==> src/rtl/ped_crossing_ctrl_pkg.sv <==
// Shared definitions for the pedestrian crossing controller:
// FSM state enumeration, blank segment pattern and the digit-to-segment
// encoder used by the seven_segment decoder.
package ped_crossing_ctrl_pkg;

    typedef enum logic [1:0] {
        ST_IDLE  = 2'd0,
        ST_WALK  = 2'd1,
        ST_CLEAR = 2'd2,
        ST_DONE  = 2'd3
    } state_t;

    // All segments off.
    localparam logic [6:0] SEG_BLANK = 7'b0000000;

    // Active-high segments, bit order {g,f,e,d,c,b,a}; non-decimal values blank.
    function automatic logic [6:0] seg_encode(input logic [4:0] digit);
        logic [6:0] seg;
        case (digit)
            5'd0:    seg = 7'h3F;
            5'd1:    seg = 7'h06;
            5'd2:    seg = 7'h5B;
            5'd3:    seg = 7'h4F;
            5'd4:    seg = 7'h66;
            5'd5:    seg = 7'h6D;
            5'd6:    seg = 7'h7D;
            5'd7:    seg = 7'h07;
            5'd8:    seg = 7'h7F;
            5'd9:    seg = 7'h6F;
            default: seg = SEG_BLANK;
        endcase
        return seg;
    endfunction

endpackage

==> src/rtl/ped_crossing_ctrl_seven_segment.sv <==
// Two-digit seven-segment decoder for a 0..31 seconds value.
// Purely combinational; leading zero is shown.
module seven_segment
    import ped_crossing_ctrl_pkg::*;
(
    input  logic [4:0] value,
    output logic [6:0] tens,
    output logic [6:0] ones
);

    // Split the value into decimal digits and encode each one.
    always_comb begin
        tens = seg_encode(value / 5'd10);
        ones = seg_encode(value % 5'd10);
    end

endmodule

==> src/rtl/ped_crossing_ctrl.sv <==
// Pedestrian crossing controller: latches a push-button request, waits for
// the vehicle controller's grant, then runs WALK (steady walk lamp) and
// CLEAR (countdown on two seven-segment digits) before pulsing phase_done.
// Optional feature macro: PED_HAND_FLASH_EN -- when defined the don't-walk
// lamp flashes during CLEAR (on for the first half of each second);
// otherwise it is steady on during CLEAR.
module ped_crossing_ctrl
    import ped_crossing_ctrl_pkg::*;
#(
    parameter int TICK_DIV   = 50000000,
    parameter int WALK_TIME  = 10,
    parameter int CLEAR_TIME = 20
) (
    input  logic       clk,
    input  logic       rst_n,
    input  logic       ped_request,
    input  logic       phase_grant,
    output logic       req_pending,
    output logic       phase_done,
    output logic       busy,
    output logic       walk_light,
    output logic       hand_light,
    output logic [6:0] tens_digit,
    output logic [6:0] ones_digit
);

    localparam int PW = $clog2(TICK_DIV);

    // Reject parameter values the counters cannot represent.
    if (TICK_DIV < 2 || (TICK_DIV % 2) != 0) begin : g_bad_tick_div
        $error("ped_crossing_ctrl: TICK_DIV must be even and >= 2");
    end
    if (WALK_TIME < 1 || WALK_TIME > 63) begin : g_bad_walk_time
        $error("ped_crossing_ctrl: WALK_TIME must be in 1..63");
    end
    if (CLEAR_TIME < 1 || CLEAR_TIME > 31) begin : g_bad_clear_time
        $error("ped_crossing_ctrl: CLEAR_TIME must be in 1..31");
    end

    state_t        state;
    state_t        state_next;
    logic [PW-1:0] presc;
    logic [5:0]    secs;
    logic          sec_tick;
    logic          last_sec;
    logic          show_digits;
    logic [6:0]    seg_tens;
    logic [6:0]    seg_ones;

    assign sec_tick = (presc == PW'(TICK_DIV - 1));
    assign last_sec = sec_tick && (secs == 6'd1);

    // State register.
    always_ff @(posedge clk or negedge rst_n) begin
        if (!rst_n) begin
            state <= ST_IDLE;
        end else begin
            state <= state_next;
        end
    end

    // Next-state logic and lamp/status decode from the registered state.
    always_comb begin
        state_next  = state;
        busy        = 1'b0;
        walk_light  = 1'b0;
        hand_light  = 1'b1;
        phase_done  = 1'b0;
        show_digits = 1'b0;
        case (state)
            ST_IDLE: begin
                // Only a request already latched in an earlier cycle can start a phase.
                if (phase_grant && req_pending) begin
                    state_next = ST_WALK;
                end
            end
            ST_WALK: begin
                busy       = 1'b1;
                walk_light = 1'b1;
                hand_light = 1'b0;
                if (last_sec) begin
                    state_next = ST_CLEAR;
                end
            end
            ST_CLEAR: begin
                busy        = 1'b1;
                show_digits = 1'b1;
`ifdef PED_HAND_FLASH_EN
                hand_light  = (presc < PW'(TICK_DIV / 2));
`else
                hand_light  = 1'b1;
`endif
                if (last_sec) begin
                    state_next = ST_DONE;
                end
            end
            ST_DONE: begin
                busy       = 1'b1;
                phase_done = 1'b1;
                state_next = ST_IDLE;
            end
            default: begin
                state_next = ST_IDLE;
            end
        endcase
    end

    // One-second prescaler, restarted on every state change so each
    // phase starts on a whole-second boundary.
    always_ff @(posedge clk or negedge rst_n) begin
        if (!rst_n) begin
            presc <= '0;
        end else if (state_next != state || sec_tick) begin
            presc <= '0;
        end else begin
            presc <= presc + 1'b1;
        end
    end

    // Seconds remaining in the current phase.
    always_ff @(posedge clk or negedge rst_n) begin
        if (!rst_n) begin
            secs <= '0;
        end else if (state_next == ST_WALK && state != ST_WALK) begin
            secs <= 6'(WALK_TIME);
        end else if (state_next == ST_CLEAR && state != ST_CLEAR) begin
            secs <= 6'(CLEAR_TIME);
        end else if (sec_tick && secs != 6'd0) begin
            secs <= secs - 6'd1;
        end
    end

    // Request latch: cleared when the phase starts, taking priority over a new press.
    always_ff @(posedge clk or negedge rst_n) begin
        if (!rst_n) begin
            req_pending <= 1'b0;
        end else if (state == ST_IDLE && state_next == ST_WALK) begin
            req_pending <= 1'b0;
        end else if (ped_request && (state == ST_IDLE || state == ST_CLEAR)) begin
            req_pending <= 1'b1;
        end
    end

    seven_segment u_seven_segment (
        .value (secs[4:0]),
        .tens  (seg_tens),
        .ones  (seg_ones)
    );

    // Digits are lit only during the clearance countdown.
    always_comb begin
        tens_digit = show_digits ? seg_tens : SEG_BLANK;
        ones_digit = show_digits ? seg_ones : SEG_BLANK;
    end

endmodule

==> config.mk <==
export PLATFORM = sky130hd
export DESIGN_NAME = ped_crossing_ctrl
export DESIGN_NICKNAME = d
export VERILOG_FILES = /design/src/rtl/ped_crossing_ctrl_pkg.sv /design/src/rtl/ped_crossing_ctrl_seven_segment.sv /design/src/rtl/ped_crossing_ctrl.sv
export SDC_FILE = /design/constraint.sdc
export NUM_CORES = 1
export LEC_CHECK = 0
export CAP_MARGIN = 20
export CORE_ASPECT_RATIO = 2
export CORE_MARGIN = 1.5
export CORE_UTILIZATION = 52
export DETAILED_ROUTE_END_ITERATION = 6
export GPL_TIMING_DRIVEN = 0
export PLACE_DENSITY = 0.77
export SETUP_SLACK_MARGIN = 0.3
export SYNTH_ARGS = -nofsm -noshare
export SYNTH_HDL_FRONTEND = slang
export SYNTH_SLANG_ARGS = --single-unit
==> constraint.sdc <==
create_clock -name clk -period 3.14 [get_ports clk]
set_clock_uncertainty 0.15 [all_clocks]
set_input_delay 0.628 -clock clk [delete_from_list [all_inputs] [get_ports clk]]
set_output_delay 0.628 -clock clk [all_outputs]
set_load 0.02 [all_outputs]
==> key figures <==
Status
  • Outcome: complete, but fails checks
  • Failing checks: setup timing

Final layout
  • Inserted Diodes: 0
  • Final core utilization: 0.725
  • P&R area growth vs syn: 34.8%
  • Layout cells sized above 1: 0.282
  • Fillers: 328
  • Nets: 348

Detailed routing
  • DR vias: 2,215
  • TritonRoute pass-1 iters: 4
  • 1st-iter DRT viols: 44
  • DR vias/cell: 5.72
  • DRC viols: 0
  • Post-DR wirelength/cell: 15.8 um
  • Antenna Violating Nets Remaining: 0
  • Final wirelength: 6110 um

Global route
  • Vias in the first global route: 2,336
  • GRT Total Usage: 0.263
  • Total overflow reported by the global router: 0
  • First-pass GRT wire length: 10,100 um
  • Antenna violations before repair: 0
  • Largest net degree at the start of global routing: 36

Synthesis
  • Post-synth cell types: 45
  • Synth Cell Area: 2330 um2
  • Number of synthesized flops with an enable pin: 0
  • Flops & latches, synth: 35
  • Post-synthesis area per instance: 8.36 um2
  • Post-synth ARST share: 1.00
  • Synth Flop Type: dfrtp_1
  • Top cells by area, synth: dfrtp_1 38%, nor2_1 6.9%, xor2_1 5.6%
  • Syn Nets: 293
  • Yosys top cell area share: 0.376
  • Post-synth top area cell: dfrtp_1
  • Synthesis Warnings: 0
  • Register area share after synthesis: 0.376
  • Cell count after synthesis: 279

Power
  • Power per Cell Area: 243 nW/um2
  • Clock share of power: 0.394
  • Sw Share: 0.214
  • Maximum vdd drop: 0.324 mV
  • Comb pwr share: 0.015
  • Pleak: 1.36 nW
  • Psw: 0.163 mW
  • Register share of total power: 0.590
  • Internal power: 0.600 mW

Clocking
  • Reg clk slew, reported paths: 0.07 ns
  • Worst-Skew Late Latency: 0.29 ns
  • Clock tree buffer depth: 2
  • Clock sinks: 35
  • Htree depth: 2
  • CTS tree: yes
  • Root buffer cell: clkbuf_8
  • CTS Buf Count: 5

Timing
  • Fmax achieved: 280 MHz
  • Fin crit share: 1.14
  • Final WS setup: -0.432 ns
  • Setup TNS: -2.57 ns
  • Hold Fails Final Rpt: 0
  • Pins Over Slew Limit: 0
  • Crit path time final: 3.57 ns
  • RSZ-0062 raised after global routing: true
  • Slew headroom: 0.471
  • Final setup viols: 10
  • Tightest Pin Transition: 0.794 ns

Floorplanning
  • Core area: 4340 um2
  • Die X: 50.4 um
  • Row count: 34
  • Chip Height: 97.7 um
  • Die footprint: 4920 um2
  • Ports: 23
  • Initial Utilization: 0.537

Placed design
  • HPWL after detailed placement: 4310 um
  • Gp weighted congestion: 0.963
  • IO buf count: 22

Worst setup path
  • Req. time, crit path: 2.36 ns
  • Worst Path Arrival: 2.79 ns
  • CP max FO: 5
  • Worst setup EP type: primary output
  • CP max stage cell: dfrtp_1
  • Critical path startpoint category: flip-flop
  • Critical path class: reg2out
  • Bufs and invs on worst path: 3
  • Worst-path cell chain: buf_6 -> nor2b_4 -> a21oi_2 -> ha_2 -> or2_4 -> o211ai_1 -> and3_1 -> clkbuf_8 -> nor2_4 -> ha_2 -> or3_4 -> o22ai_4 -> buf_6
  • Critical Path Max Stage Delay: 0.39 ns
  • CP top delay family: simple AND/OR/NAND/NOR gates

Flow run
  • Max cap viols: 0

Worst hold path
  • HP Class: in2async
==> per-stage QoR <==
| stage | cell area, um2 | total power [mW] | setup WS, ns | instances | hold WS [ns] |
|---|---|---|---|---|---|
| after global routing | 3140 | 0.791 | -0.501 | 387 | 0.336 |
| final | 3140 | 0.764 | -0.432 | 387 | 0.265 |
| after global placement | 2810 | 0.472 | -0.830 | 355 | 0.351 |
| after detailed placement | 2810 | 0.472 | -0.857 | 355 | 0.351 |
| after CTS | 3060 | 0.774 | -0.446 | 380 | 0.295 |
| after floorplan | 2520 | 0.459 | -0.133 | 279 | 0.182 |
==> layout make-up <==
class | count | area [um2] | share of cell area
Timing Repair Buffer | 48 | 410 | 0.131
Sequential cell | 35 | 877 | 0.279
Clock inverter | 1 | 7.51 | 0.00239
Buffer | 12 | 87.6 | 0.0279
Multi-Input combinational cell | 221 | 1580 | 0.504
Tap cell | 54 | 67.6 | 0.0215
Clock buffer | 5 | 68.8 | 0.0219
Inverter | 11 | 41.3 | 0.0131
==> cells in the mapped netlist, types with 9 or more instances <==
cell      n
nand3_1  11
dfrtp_1  35
nand4_1   9
nand2_1  23
nor2_1   43
ha_1     10
a21oi_1  16
xor2_1   15
o21ai_0  15
xnor2_1   9
inv_1    11
==> cells in the final DEF (no fill, tap or decap), types with 3 or more instances in the layout <==
| cell | instances |
|---|---|
| a21oi_1 | 9 |
| a21oi_2 | 4 |
| a21oi_4 | 3 |
| a31oi_1 | 3 |
| and2_1 | 6 |
| and3_1 | 6 |
| and3_2 | 4 |
| and4_1 | 3 |
| buf_2 | 3 |
| buf_4 | 32 |
| buf_6 | 10 |
| clkbuf_1 | 3 |
| clkbuf_8 | 6 |
| clkdlybuf4s50_1 | 9 |
| dfrtp_1 | 34 |
| ha_1 | 5 |
| ha_2 | 3 |
| inv_1 | 8 |
| inv_2 | 3 |
| nand2_1 | 21 |
| nand3_1 | 11 |
| nand4_1 | 9 |
| nor2_1 | 40 |
| nor2_4 | 3 |
| nor2b_4 | 3 |
| nor3_1 | 5 |
| nor4_1 | 5 |
| o211ai_1 | 3 |
| o21ai_0 | 13 |
| or3_1 | 3 |
| xnor2_1 | 9 |
| xor2_1 | 15 |
==> layer usage <==
metal | GRT usage | part of all wire | vias to the layer above
met3 | 0.0246 | 0.019 | 15
met1 | 0.256 | 0.36 | 1071
li1 | - | - | 1084
met2 | 0.516 | 0.60 | 45
met4 | 0.131 | 0.028 | 0
met5 | 0 | 0 | -
==> flip-flops by register name (all words and copies together) (netlist names) <==
register and count:
presc 26, secs 6, state 2, req_pending 1
==> timing repair <==
action,in CTS,in global routing
setup endpoints to repair,12,13
pin swaps,14,4
hold endpoints to repair,0,0
buffers inserted,19,7
resized for setup,76,8
hold buffers,0,0
==> power groups by stage <==
stage                     registers (mW)  logic [mW]  clock network (mW)
after floorplan                    0.459   0.0000119                   0
after global placement             0.459      0.0127                   0
after detailed placement           0.459      0.0125                   0
after CTS                          0.451      0.0126               0.311
after global routing               0.450      0.0139               0.327
final                              0.451      0.0118               0.301
==> path summary, 6_finish.rpt <==
| kind | cells past startpoint | slack (ns) | to | start |
|---|---|---|---|---|
| setup reg to reg | 7 | 0.65 | presc[10] | presc[0] |
| max in group asynchronous | 1 | 2.02 | secs[3] | rst_n |
| hold / removal | 1 | 0.27 | presc[2] | rst_n |
| min in group clk | 1 | 0.36 | presc[0] | presc[0] |
| hold reg to reg | 1 | 0.36 | presc[0] | presc[0] |
| setup / recovery | 13 | -0.43 | ones_digit[6] | secs[2] |
==> kinds of logic after synthesis <==
group / count (synthesis) / synth area share
fa+ha+maj: 10 / 0.0536
simple gates: 137 / 0.302
compound gates: 50 / 0.134
xor+xnor: 24 / 0.0901
buf+inv: 23 / 0.0445
flops: 35 / 0.376
No activity file was read; power rests on OpenSTA's default activity.
